==> src/rtl/match_ctrl.sv <==
// match_ctrl: N-player round/match controller for the tank game.
// Tracks lives, respawn timers and round wins per player, and drives
// freeze/respawn to the tank and bullet units plus a status word per player.
//
// state      | meaning
// -----------+--------------------------------------------------------
// IDLE       | after reset, frozen, waiting for start
// COUNTDOWN  | frozen pre-round countdown, lives reloaded
// PLAY       | tanks move, hits and respawns processed
// ROUND_HOLD | frozen post-round display of the round result
// MATCH_OVER | a player reached the win target, waiting for start
module match_ctrl #(
  parameter int NUM_PLAYERS       = 2,
  parameter int LIVES             = 3,
  parameter int WINS_TO_MATCH     = 3,
  parameter int RESPAWN_FRAMES    = 60,
  parameter int COUNTDOWN_FRAMES  = 120,
  parameter int ROUND_HOLD_FRAMES = 180,
  parameter int PID_W             = $clog2(NUM_PLAYERS)
) (
  input  logic                     clk,
  input  logic                     reset_n,
  input  logic                     frame_tick,
  input  logic                     start,
  input  logic [NUM_PLAYERS-1:0]   hit,
  output logic                     freeze,
  output logic [NUM_PLAYERS-1:0]   respawn,
  output logic [NUM_PLAYERS-1:0]   alive,
  output logic [NUM_PLAYERS-1:0]   eliminated,
  output logic                     round_over,
  output logic                     match_over,
  output logic [PID_W-1:0]         winner,
  output logic                     winner_valid,
  output logic [32*NUM_PLAYERS-1:0] status_data
);

  typedef enum logic [2:0] {
    S_IDLE       = 3'd0,
    S_COUNTDOWN  = 3'd1,
    S_PLAY       = 3'd2,
    S_ROUND_HOLD = 3'd3,
    S_MATCH_OVER = 3'd4
  } state_t;

  state_t                 state_q, state_d;
  logic [7:0]             cnt_q, cnt_d;
  logic [3:0]             lives_q [NUM_PLAYERS];
  logic [3:0]             lives_d [NUM_PLAYERS];
  logic [3:0]             wins_q  [NUM_PLAYERS];
  logic [3:0]             wins_d  [NUM_PLAYERS];
  logic [5:0]             tmr_q   [NUM_PLAYERS];
  logic [5:0]             tmr_d   [NUM_PLAYERS];
  logic [NUM_PLAYERS-1:0] alive_q, alive_d;
  logic [NUM_PLAYERS-1:0] elim_q, elim_d;
  logic [NUM_PLAYERS-1:0] respawn_q, respawn_d;
  logic [PID_W-1:0]       winner_q, winner_d;
  logic                   winner_valid_q, winner_valid_d;
  logic                   freeze_q, round_over_q, match_over_q;
  logic                   enter_cd;
  logic [3:0]             surv_cnt;
  logic [PID_W-1:0]       surv_idx;
  logic                   wins_done;

  // Survivor count from the registered eliminated vector, plus win-target check.
  always_comb begin
    surv_cnt  = 4'd0;
    surv_idx  = '0;
    wins_done = 1'b0;
    for (int i = 0; i < NUM_PLAYERS; i++) begin
      if (!elim_q[i]) begin
        surv_cnt = surv_cnt + 4'd1;
        surv_idx = PID_W'(i);
      end
      if (wins_q[i] == 4'(WINS_TO_MATCH)) wins_done = 1'b1;
    end
  end

  // Next-state and per-player bookkeeping.
  always_comb begin
    state_d        = state_q;
    cnt_d          = cnt_q;
    lives_d        = lives_q;
    wins_d         = wins_q;
    tmr_d          = tmr_q;
    alive_d        = alive_q;
    elim_d         = elim_q;
    respawn_d      = '0;
    winner_d       = winner_q;
    winner_valid_d = winner_valid_q;
    enter_cd       = 1'b0;

    case (state_q)
      S_IDLE, S_MATCH_OVER: begin
        if (start) begin
          for (int i = 0; i < NUM_PLAYERS; i++) wins_d[i] = 4'd0;
          enter_cd = 1'b1;
        end
      end
      S_COUNTDOWN: begin
        if (frame_tick) begin
          if (cnt_q <= 8'd1) begin
            cnt_d     = 8'd0;
            state_d   = S_PLAY;
            respawn_d = '1;
            alive_d   = '1;
          end else begin
            cnt_d = cnt_q - 8'd1;
          end
        end
      end
      S_PLAY: begin
        for (int i = 0; i < NUM_PLAYERS; i++) begin
          if (frame_tick && tmr_q[i] != 6'd0) begin
            tmr_d[i] = tmr_q[i] - 6'd1;
            if (tmr_q[i] == 6'd1) begin
              alive_d[i]   = 1'b1;
              respawn_d[i] = 1'b1;
            end
          end
          if (hit[i] && alive_q[i] && lives_q[i] != 4'd0) begin
            lives_d[i] = lives_q[i] - 4'd1;
            alive_d[i] = 1'b0;
            if (lives_q[i] == 4'd1) elim_d[i] = 1'b1;
            else                    tmr_d[i]  = 6'(RESPAWN_FRAMES);
          end
        end
        if (surv_cnt <= 4'd1) begin
          state_d = S_ROUND_HOLD;
          cnt_d   = 8'(ROUND_HOLD_FRAMES);
          for (int i = 0; i < NUM_PLAYERS; i++) tmr_d[i] = 6'd0;
          if (surv_cnt == 4'd1) begin
            wins_d[surv_idx] = wins_q[surv_idx] + 4'd1;
            winner_d         = surv_idx;
            winner_valid_d   = 1'b1;
          end else begin
            winner_valid_d = 1'b0;
          end
        end
      end
      S_ROUND_HOLD: begin
        if (frame_tick) begin
          if (cnt_q <= 8'd1) begin
            cnt_d = 8'd0;
            if (wins_done) state_d  = S_MATCH_OVER;
            else           enter_cd = 1'b1;
          end else begin
            cnt_d = cnt_q - 8'd1;
          end
        end
      end
      default: state_d = S_IDLE;
    endcase

    // Every path into COUNTDOWN gets the same fresh round setup.
    if (enter_cd) begin
      state_d = S_COUNTDOWN;
      cnt_d   = 8'(COUNTDOWN_FRAMES);
      alive_d = '0;
      elim_d  = '0;
      for (int i = 0; i < NUM_PLAYERS; i++) begin
        lives_d[i] = 4'(LIVES);
        tmr_d[i]   = 6'd0;
      end
    end
  end

  // State and output registers with asynchronous clear.
  always_ff @(posedge clk or negedge reset_n) begin
    if (!reset_n) begin
      state_q        <= S_IDLE;
      cnt_q          <= 8'd0;
      alive_q        <= '0;
      elim_q         <= '0;
      respawn_q      <= '0;
      winner_q       <= '0;
      winner_valid_q <= 1'b0;
      freeze_q       <= 1'b1;
      round_over_q   <= 1'b0;
      match_over_q   <= 1'b0;
      for (int i = 0; i < NUM_PLAYERS; i++) begin
        lives_q[i] <= 4'd0;
        wins_q[i]  <= 4'd0;
        tmr_q[i]   <= 6'd0;
      end
    end else begin
      state_q        <= state_d;
      cnt_q          <= cnt_d;
      alive_q        <= alive_d;
      elim_q         <= elim_d;
      respawn_q      <= respawn_d;
      winner_q       <= winner_d;
      winner_valid_q <= winner_valid_d;
      freeze_q       <= (state_d != S_PLAY);
      round_over_q   <= (state_d == S_ROUND_HOLD);
      match_over_q   <= (state_d == S_MATCH_OVER);
      lives_q        <= lives_d;
      wins_q         <= wins_d;
      tmr_q          <= tmr_d;
    end
  end

  // Pack per-player status words for the renderer.
  always_comb begin
    status_data = '0;
    for (int i = 0; i < NUM_PLAYERS; i++) begin
      status_data[32*i +: 32] = {wins_q[i], lives_q[i], alive_q[i], elim_q[i],
                                 tmr_q[i], 13'd0, state_q};
    end
  end

  assign freeze       = freeze_q;
  assign respawn      = respawn_q;
  assign alive        = alive_q;
  assign eliminated   = elim_q;
  assign round_over   = round_over_q;
  assign match_over   = match_over_q;
  assign winner       = winner_q;
  assign winner_valid = winner_valid_q;

endmodule

==> config.mk <==
export PLATFORM = sky130hd
export DESIGN_NAME = match_ctrl
export DESIGN_NICKNAME = d
export VERILOG_FILES = /design/src/rtl/match_ctrl.sv
export SDC_FILE = /design/constraint.sdc
export NUM_CORES = 1
export LEC_CHECK = 0
export CAP_MARGIN = 20
export CORE_MARGIN = 2
export CORE_UTILIZATION = 49
export DETAILED_ROUTE_END_ITERATION = 12
export PLACE_DENSITY = 0.87
export SYNTH_ARGS = -nofsm -noshare
export SYNTH_HDL_FRONTEND = slang
export SYNTH_SLANG_ARGS = --single-unit
==> constraint.sdc <==
create_clock -name clk -period 4.5 [get_ports clk]
set_input_delay 1.35 -clock clk [delete_from_list [all_inputs] [get_ports clk]]
set_output_delay 1.35 -clock clk [all_outputs]
set_load 0.1 [all_outputs]
# Yosys cells after proc, flatten, opt, wreduce, memory -nomap -nowiden
# Index checks and enable logic that the tools add are counted.
classes:
  order_cmp: 4
  n_bitwise: 1
  n_addsub: 7
  reduce_logical: 32
  eq_ne: 25
  mux: 70
op_table:
  columns: ["op", "n"]
  rows:
  - ["$mux W8", 9]
  - ["$mux W12", 3]
  - ["$mux W6", 6]
  - ["$pmux W8 S2", 2]
  - ["$mux W4", 7]
  - ["$mux W1", 23]
  - ["$mux W3", 7]
  - ["$ne A4 B4 Y1 const B", 4]
  - ["$mux W2", 7]
  - ["$eq A4 B1 Y1 const B", 3]
  - ["$eq A6 B1 Y1 const B", 2]
  - ["$pmux W3 S4", 1]
  - ["$reduce_and A3 Y1", 4]
  - ["$reduce_bool A2 Y1", 6]
  - ["$reduce_bool A6 Y1", 2]
  - ["$sub A6 B1 Y6 const B", 2]
  - ["$reduce_and A5 Y1", 2]
  - ["$eq A3 B2 Y1 const B", 3]
  - ["$ne A3 B3 Y1 const B", 3]
  - ["$add A4 B1 Y4 const B", 2]
  - ["$bwmux W8", 1]
  - ["$eq A4 B2 Y1 const B", 2]
  - ["$le A8 B1 Y1 const B", 1]
  - ["$pmux W2 S2", 2]
  - ["20 further kinds", 35]
totals:
  elab_cells: 157
  output_inout_bits: 75
  regBits: 50
  inputBits: 6

# Logic depth before layout (Yosys ltp)
# Gate-level depths: netlist of the first run.
depth:
  word_depth: 10
  depth_mapped: 8
  ltp_nobuf: 7

# Worst setup path after synthesis of the first run
# OpenSTA, ideal clock, no wires.
synth_timing:
  kind: "reg-to-output"
  start: "register state_q[2]"
  end: "output status_data[34]"
  stages_incl_launch_ff: 2
  slack_ps: 1770
  arrival_time_ps: 1380
  path_cell_list: "dfrtp_1 buf_4"
synth_rtl:
  columns: ["element", "line_no", "rtl"]
  rows:
  - ["from (decl)", "45", "state_t state_q, state_d;"]
  - ["from (signal assigned)", "186", "state_q <= state_d;"]
  - ["to (decl)", "34", "output logic [32*NUM_PLAYERS-1:0] status_data"]
# No word-level cell between the ends.

# Worst setup path after layout of the first run
layout_timing:
  start: "register state_q[2]"
  end: "output status_data[2]"
# No word-level cell between the ends.

==> metrics, run 1 <==
status completed; HP Class flop to flop; hold_sp winner; share of cells above drive strength 1 6.46%; CP Capture Type output pin; clock power share 11.4%; syn_area_per_cell 8.93 um2; initial antenna violation count 0; vias in the first global route 2691; Inserted Diodes 0; Sw Pwr 1560 uW; Arrival @ worst endpoint around 2300 ps; FP Rows 30; Post-synth EDFFs 0; RSZ-0062 raised after global routing no; Peak Freq 276 MHz; Slowest-stage cell, CP clkdlybuf4s50_1; crit share post-route 80.6%; internal power between 1000 and 1500 uW; commonest non-fill, non-tap cell in the layout clkdlybuf4s50_1; Max IR drop VDD around 0.23 mV; skew final 8.20 ps; TritonCTS clock tree yes; Mapped Area between 3000 and 4000 um2; power density over the cells 701 nW/um2; WL/cell 15.1 um; dpl hpwl 5420 um; Multi-input gate area 1780 um2; crit path cell chain clkdlybuf4s50_1; YS warnings 0; DR vias/cell 5.77; register area 1250 um2; commonest cells after routing, fill and taps aside clkdlybuf4s50_1 (53), nand2_1 (49), dfrtp_1 (49); # IOs between 80 and 90; CTS resizes 0; Bufs on Longest Clock Path 2; Layout Nets between 400 and 500; DRT antenna net count 0; Yosys cell types 57; Vert. Die Dim 86.5 um; Post-CTS Setup Repair Bufs 0; setup TNS 0 ps; Worst-Skew Late Latency 300 ps; reg2reg start state_q[2]; Seq/Total Area, Yosys between 30% and 40%; DRC Markers 0; CTS buffer count 5; Post-synth ARST share 100%; worst path bufs/invs 1; sw frac 57.5%; Slew HR 32.8%; final hold vios 0; final slew viol count 0; design area 3870 um2; sequential share of power roughly 27%; Overflow after GRT 0; Max-Cap Viols 0; Worst setup SP type flop; post-layout min period approximately 3600 ps; DRT Pass-1 Iters 5; Clock Tree Root clkbuf_8; CP delay by family, top buffers and inverters; gp weighted congestion 0.941; count of final setup violators 0; PortBufs 54; static leakage approximately 0.0017 uW; H-tree Lvls 2; initial core utilization 49.9%; Placed Area 3750 um2; total stage count of the critical path 1; Comb pwr share 61.6%; CP Class flop to output pin; clock slew at reported path FFs 90 ps; hold buffers post-CTS 0; Synth Instances 373; GRT Total Usage 20.2%; Worst Tran Pin Value 1000 ps; DIE WIDTH roughly 86 um; routed wire length 7500 um; initial DRC count 249; largest net degree at the start of global routing 51; top_reg_cell synth dfrtp_1; core area 6680 um2; Seq cells post-synth 50; worst path required time 3150 ps; Sink Count 50; Layout area overhead 16.2%; Hold Path Depth 1; Register-to-Register Path Depth 5; Max FO, Critical Path 15; vias post-DR ~2900; Critical Path Start state_q[2]; Layout fillers 584; first-pass GRT wire length 12300 um; Die ar. roughly 7500 um2; Max stage delay on crit path ~1300 ps
[power groups by stage]
stage	logic [uW]	registers, uW	clock network, uW
after floorplan	804	1280	0
final	1670	734	309
after global routing	1780	758	329
after global placement	1630	734	0
after detailed placement	1660	735	0
after CTS	1670	730	315
[path summary, 6_finish.rpt]
check                                   to  slack [ps]
hold / removal                      winner         520
max in group asynchronous           freeze        3020
hold reg to reg                     winner         520
setup reg to reg           status_data[48]        1760
setup / recovery            status_data[2]         870
min in group asynchronous  status_data[19]         930
[through the flow]
stage | std cells | total power [uW] | hold WS [ps] | utilization (%) | setup slack, ps
after floorplan | 398 | 2080 | 505 | - | 1770
after global placement | 489 | 2360 | 505 | 56.1 | 1150
after detailed placement | 489 | 2400 | 498 | 56.1 | 1050
after CTS | 497 | 2710 | 519 | 57.7 | 872
after global routing | 498 | 2860 | 548 | 58.0 | 778
final | 498 | 2720 | 517 | 58.0 | 872
[layout make-up]
cell class | instances | area share (%)
Timing Repair Buffer | 55 | 14.3
Multi-Input combinational cell | 284 | 45.9
Inverter | 21 | 2.04
Clock buffer | 7 | 1.97
Sequential cell | 50 | 32.3
Clock inverter | 1 | 0.775
Tap cell | 80 | 2.58
[cells in the mapped netlist, types with 4 or more instances]
master | n | area, um2
dfrtp_1 | 49 | 1230
nand2_1 | 49 | 184
buf_4 | 34 | 255
nor2_1 | 27 | 101
o21ai_0 | 23 | 115
inv_1 | 21 | 78.8
nor3_1 | 19 | 95.1
ha_1 | 16 | 200
a21oi_1 | 15 | 75.1
a211oi_1 | 8 | 60.1
a31oi_1 | 8 | 50.1
o2bb2ai_1 | 8 | 70.1
and2_1 | 6 | 37.5
nand3_1 | 6 | 30.0
nor2b_1 | 6 | 37.5
and3_1 | 4 | 25.0
nand4_1 | 4 | 25.0
xor2_1 | 4 | 35.0
[sequential cells by signal, summed over array words and instances (netlist names)]
name,flops
cnt_q,8
state_q,3
winner_valid,1
freeze,1
match_over,1
winner,1
status_data,28
round_over,1
eliminated,2
respawn,2
alive,2
[kinds of logic after synthesis]
group	count (synthesis)	synth area share [%]
DFF	50	37.6
AOI/OAI and AO/OA	89	19.8
buffers and inverters	64	11.8
and+or+nand+nor	142	21.4
muxes	5	1.61
xor gates and xnor gates	6	1.58
adders and majority gates	16	6.01
other	1	0.113
[per-layer routing]
metal	share of wire (%)	up-vias	global-route usage [%]
met2	49	121	32.9
met5	0	-	0
met3	6.3	16	3.81
met1	43	1383	27.0
met4	1.9	0	7.39
li1	-	1351	-
Power figures use the tool's default switching activity.
==> run 2: changes to the inputs <==
--- a/config.mk
+++ b/config.mk
@@ -7,9 +7,9 @@
 export LEC_CHECK = 0
 export CAP_MARGIN = 20
 export CORE_MARGIN = 2
-export CORE_UTILIZATION = 49
+export CORE_UTILIZATION = 45
 export DETAILED_ROUTE_END_ITERATION = 12
-export PLACE_DENSITY = 0.87
+export PLACE_DENSITY = 0.85
 export SYNTH_ARGS = -nofsm -noshare
 export SYNTH_HDL_FRONTEND = slang
 export SYNTH_SLANG_ARGS = --single-unit
==> constraint.sdc (replaced) <==
create_clock -name clk -period 3.1 [get_ports clk]
set_input_delay 0.93 -clock clk [delete_from_list [all_inputs] [get_ports clk]]
set_output_delay 0.93 -clock clk [all_outputs]
set_load 0.1 [all_outputs]
==> run 2 against run 1 <==
Routed wire length rose by 3.1%. Power rose by 42%. Sequential power rose by 46%. Non-clock buffer count rose by 4. Sequential share of layout area rose by 0.83 points. Flip-flop and latch count did not move. Clock power rose by 30%. Combinational power rose by 43%. Core utilization fell by 5.6 points. Die area rose by 8.5%. Critical path type is now input pin to flop. Largest power group unchanged.
==> metrics, run 2 (synthesized netlist as in run 1, its figures left out) <==
Max-Cap Viols 0 (unchanged); largest net degree at the start of global routing 23 (was 51); vias in the first global route 2611 (was 2691); vias post-DR 2840 (was 2871); DRC Markers 0 (unchanged); # IOs 81 (unchanged); DR vias/cell 5.45 (was 5.77); Arrival @ worst endpoint 3020 ps (was 2280 ps); CP delay by family, top compound AO/OA/AOI/OAI gates (was buffers and inverters); count of final setup violators 0 (unchanged); Layout area overhead 13.3% (was 16.2%); Layout Nets 443 (was 439); Peak Freq 359 MHz; FP Rows 31 (was 30); Post-Route Utilization 52.3% (was 58.0%); Die ar. 8110 um2 (was 7480 um2); Final Non-Filler Cells 521 (was 498); worst path bufs/invs 2 (was 1); Inserted Diodes 0 (unchanged); core area 7210 um2 (was 6680 um2); Vert. Die Dim 90.1 um (was 86.5 um); CP Class input pin to flop (was flop to output pin); setup TNS 0 ps (unchanged); max reg flops 28 (unchanged); Post-CTS Setup Repair Bufs 0 (unchanged); Worst setup SP type input pin (was flop); Bufs on Longest Clock Path 2 (unchanged); Slew HR 40.0% (was 32.8%); CP Capture Type flop (was output pin); Max IR drop VDD 0.413 mV (was 0.233 mV); final hold vios 0 (unchanged); Hold Slack 479 ps (was 517 ps); initial DRC count 336 (was 249); Final Power 3850 uW (was 2720 uW); DRT antenna net count 0 (unchanged); post-layout min period between 2000 and 3000 ps; share of cells above drive strength 1 19.2% (was 6.46%); HP Class input pin to asynchronous set/reset pin (was flop to flop); routed wire length 7730 um (was 7500 um); worst path required time 3330 ps (was 3150 ps); Overflow after GRT 0 (unchanged); RSZ-0062 raised after global routing no (unchanged); power density over the cells 1020 nW/um2 (was 701 nW/um2); GRT Total Usage 19.1% (was 20.2%); Max FO, Critical Path 11 (was 15); WL/cell 14.8 um (was 15.1 um); first-pass GRT wire length 12800 um (was 12300 um); initial core utilization 46.2% (was 49.9%); gp weighted congestion 0.919 (was 0.941); Critical Path Start frame_tick (was state_q[2]); H-tree Lvls 2 (unchanged); skew final 9.53 ps (was 8.20 ps); dpl hpwl 5730 um (was 5420 um); TritonCTS clock tree yes (unchanged); CTS buffer count 5 (unchanged); Worst-Skew Late Latency 310 ps (was 300 ps); DIE WIDTH 90.1 um (was 86.5 um); initial antenna violation count 0 (unchanged); reg2reg start cnt_q[0] (was state_q[2]); DRT Pass-1 Iters 6 (was 5); final slew viol count 0 (unchanged); Clock Tree Root clkbuf_8 (unchanged); Slowest-stage cell, CP a21oi_1 (was clkdlybuf4s50_1); placed cells 513 (was 489); most used cell along the critical path o21ai_0; PortBufs 54 (unchanged); commonest non-fill, non-tap cell in the layout buf_4 (was clkdlybuf4s50_1); hold buffers post-CTS 0 (unchanged); clock slew at reported path FFs 90 ps (about the same); status completed (unchanged); static leakage 0.00175 uW (was 0.00166 uW); Worst Tran Pin Value 900 ps (was 1000 ps); Sink Count 50 (unchanged); commonest cells after routing, fill and taps aside buf_4 (54), nand2_1 (49), dfrtp_1 (49) (was clkdlybuf4s50_1 (53), nand2_1 (49), dfrtp_1 (49)); Max stage delay on crit path 750 ps (was 1250 ps); CTS resizes 0 (unchanged); crit share post-route 89.9%; crit path cell chain clkdlybuf4s50_1, buf_4, nand3b_1, nor4_1, a21oi_1, o21ai_0, o21ai_0 (was clkdlybuf4s50_1)
-- run 2: cell count changes in the layout (fill, tap and decap cells not counted) --
cell,previous run,this run
clkbuf_1,2,1
buf_12,1,0
buf_4,0,54
bufinv_16,1,0
clkinv_2,0,1
clkbuf_8,5,6
clkdlybuf4s50_1,53,4
-- run 2: per-stage QoR --
| stage | instance area (um2) | setup slack, ps |
|---|---|---|
| floorplan | 3430 | 468 |
| global placement | 3680 | 109 |
| detailed placement | 3680 | 94.8 |
| CTS | 3780 | 382 |
| global route | 3780 | 215 |
| finish | 3780 | 314 |
-- run 2: power breakdown --
part / internal (uW) / leakage, uW / switching, uW / total [uW]
registers: 822 / 0.000639 / 245 / 1070
logic: 565 / 0.00106 / 1820 / 2380
clock network: 181 / 0.0000482 / 221 / 401
-- run 2: layout make-up --
type	count	area [um2]
Clock buffer	7	86.3
Clock inverter	1	5.00
Fill cell	650	3440
Inverter	21	78.8
Multi-Input combinational cell	284	1780
Sequential cell	50	1250
Tap cell	99	124
Timing Repair Buffer	59	450
-- run 2: worst register-to-register path, stage by stage (launching register included) --
cell and delay, ps:
dfrtp_1 430, inv_1 70, ha_1 260, nor2_1 410
nor4_1 150, a21oi_1 750, o21ai_0 190, o21ai_0 110
-- run 2: routing by layer --
layer / GRT usage [%] / up-vias / routed length [um]
met5: 0 / - / 0
met2: 31.5 / 126 / 3650
met3: 3.69 / 20 / 493
met4: 6.15 / 0 / 185
li1: - / 1358 / -
met1: 25.5 / 1336 / 3410
-- run 2: final timing paths --
kind                                    to  slack [ps]  cells after the start
max                        status_data[48]         310                      7
min                        status_data[21]         480                      1
max reg2reg                status_data[48]         660                      7
min reg2reg                   winner_valid         540                      2
max in group asynchronous     winner_valid        2050                      2
min in group clk              winner_valid         540                      2
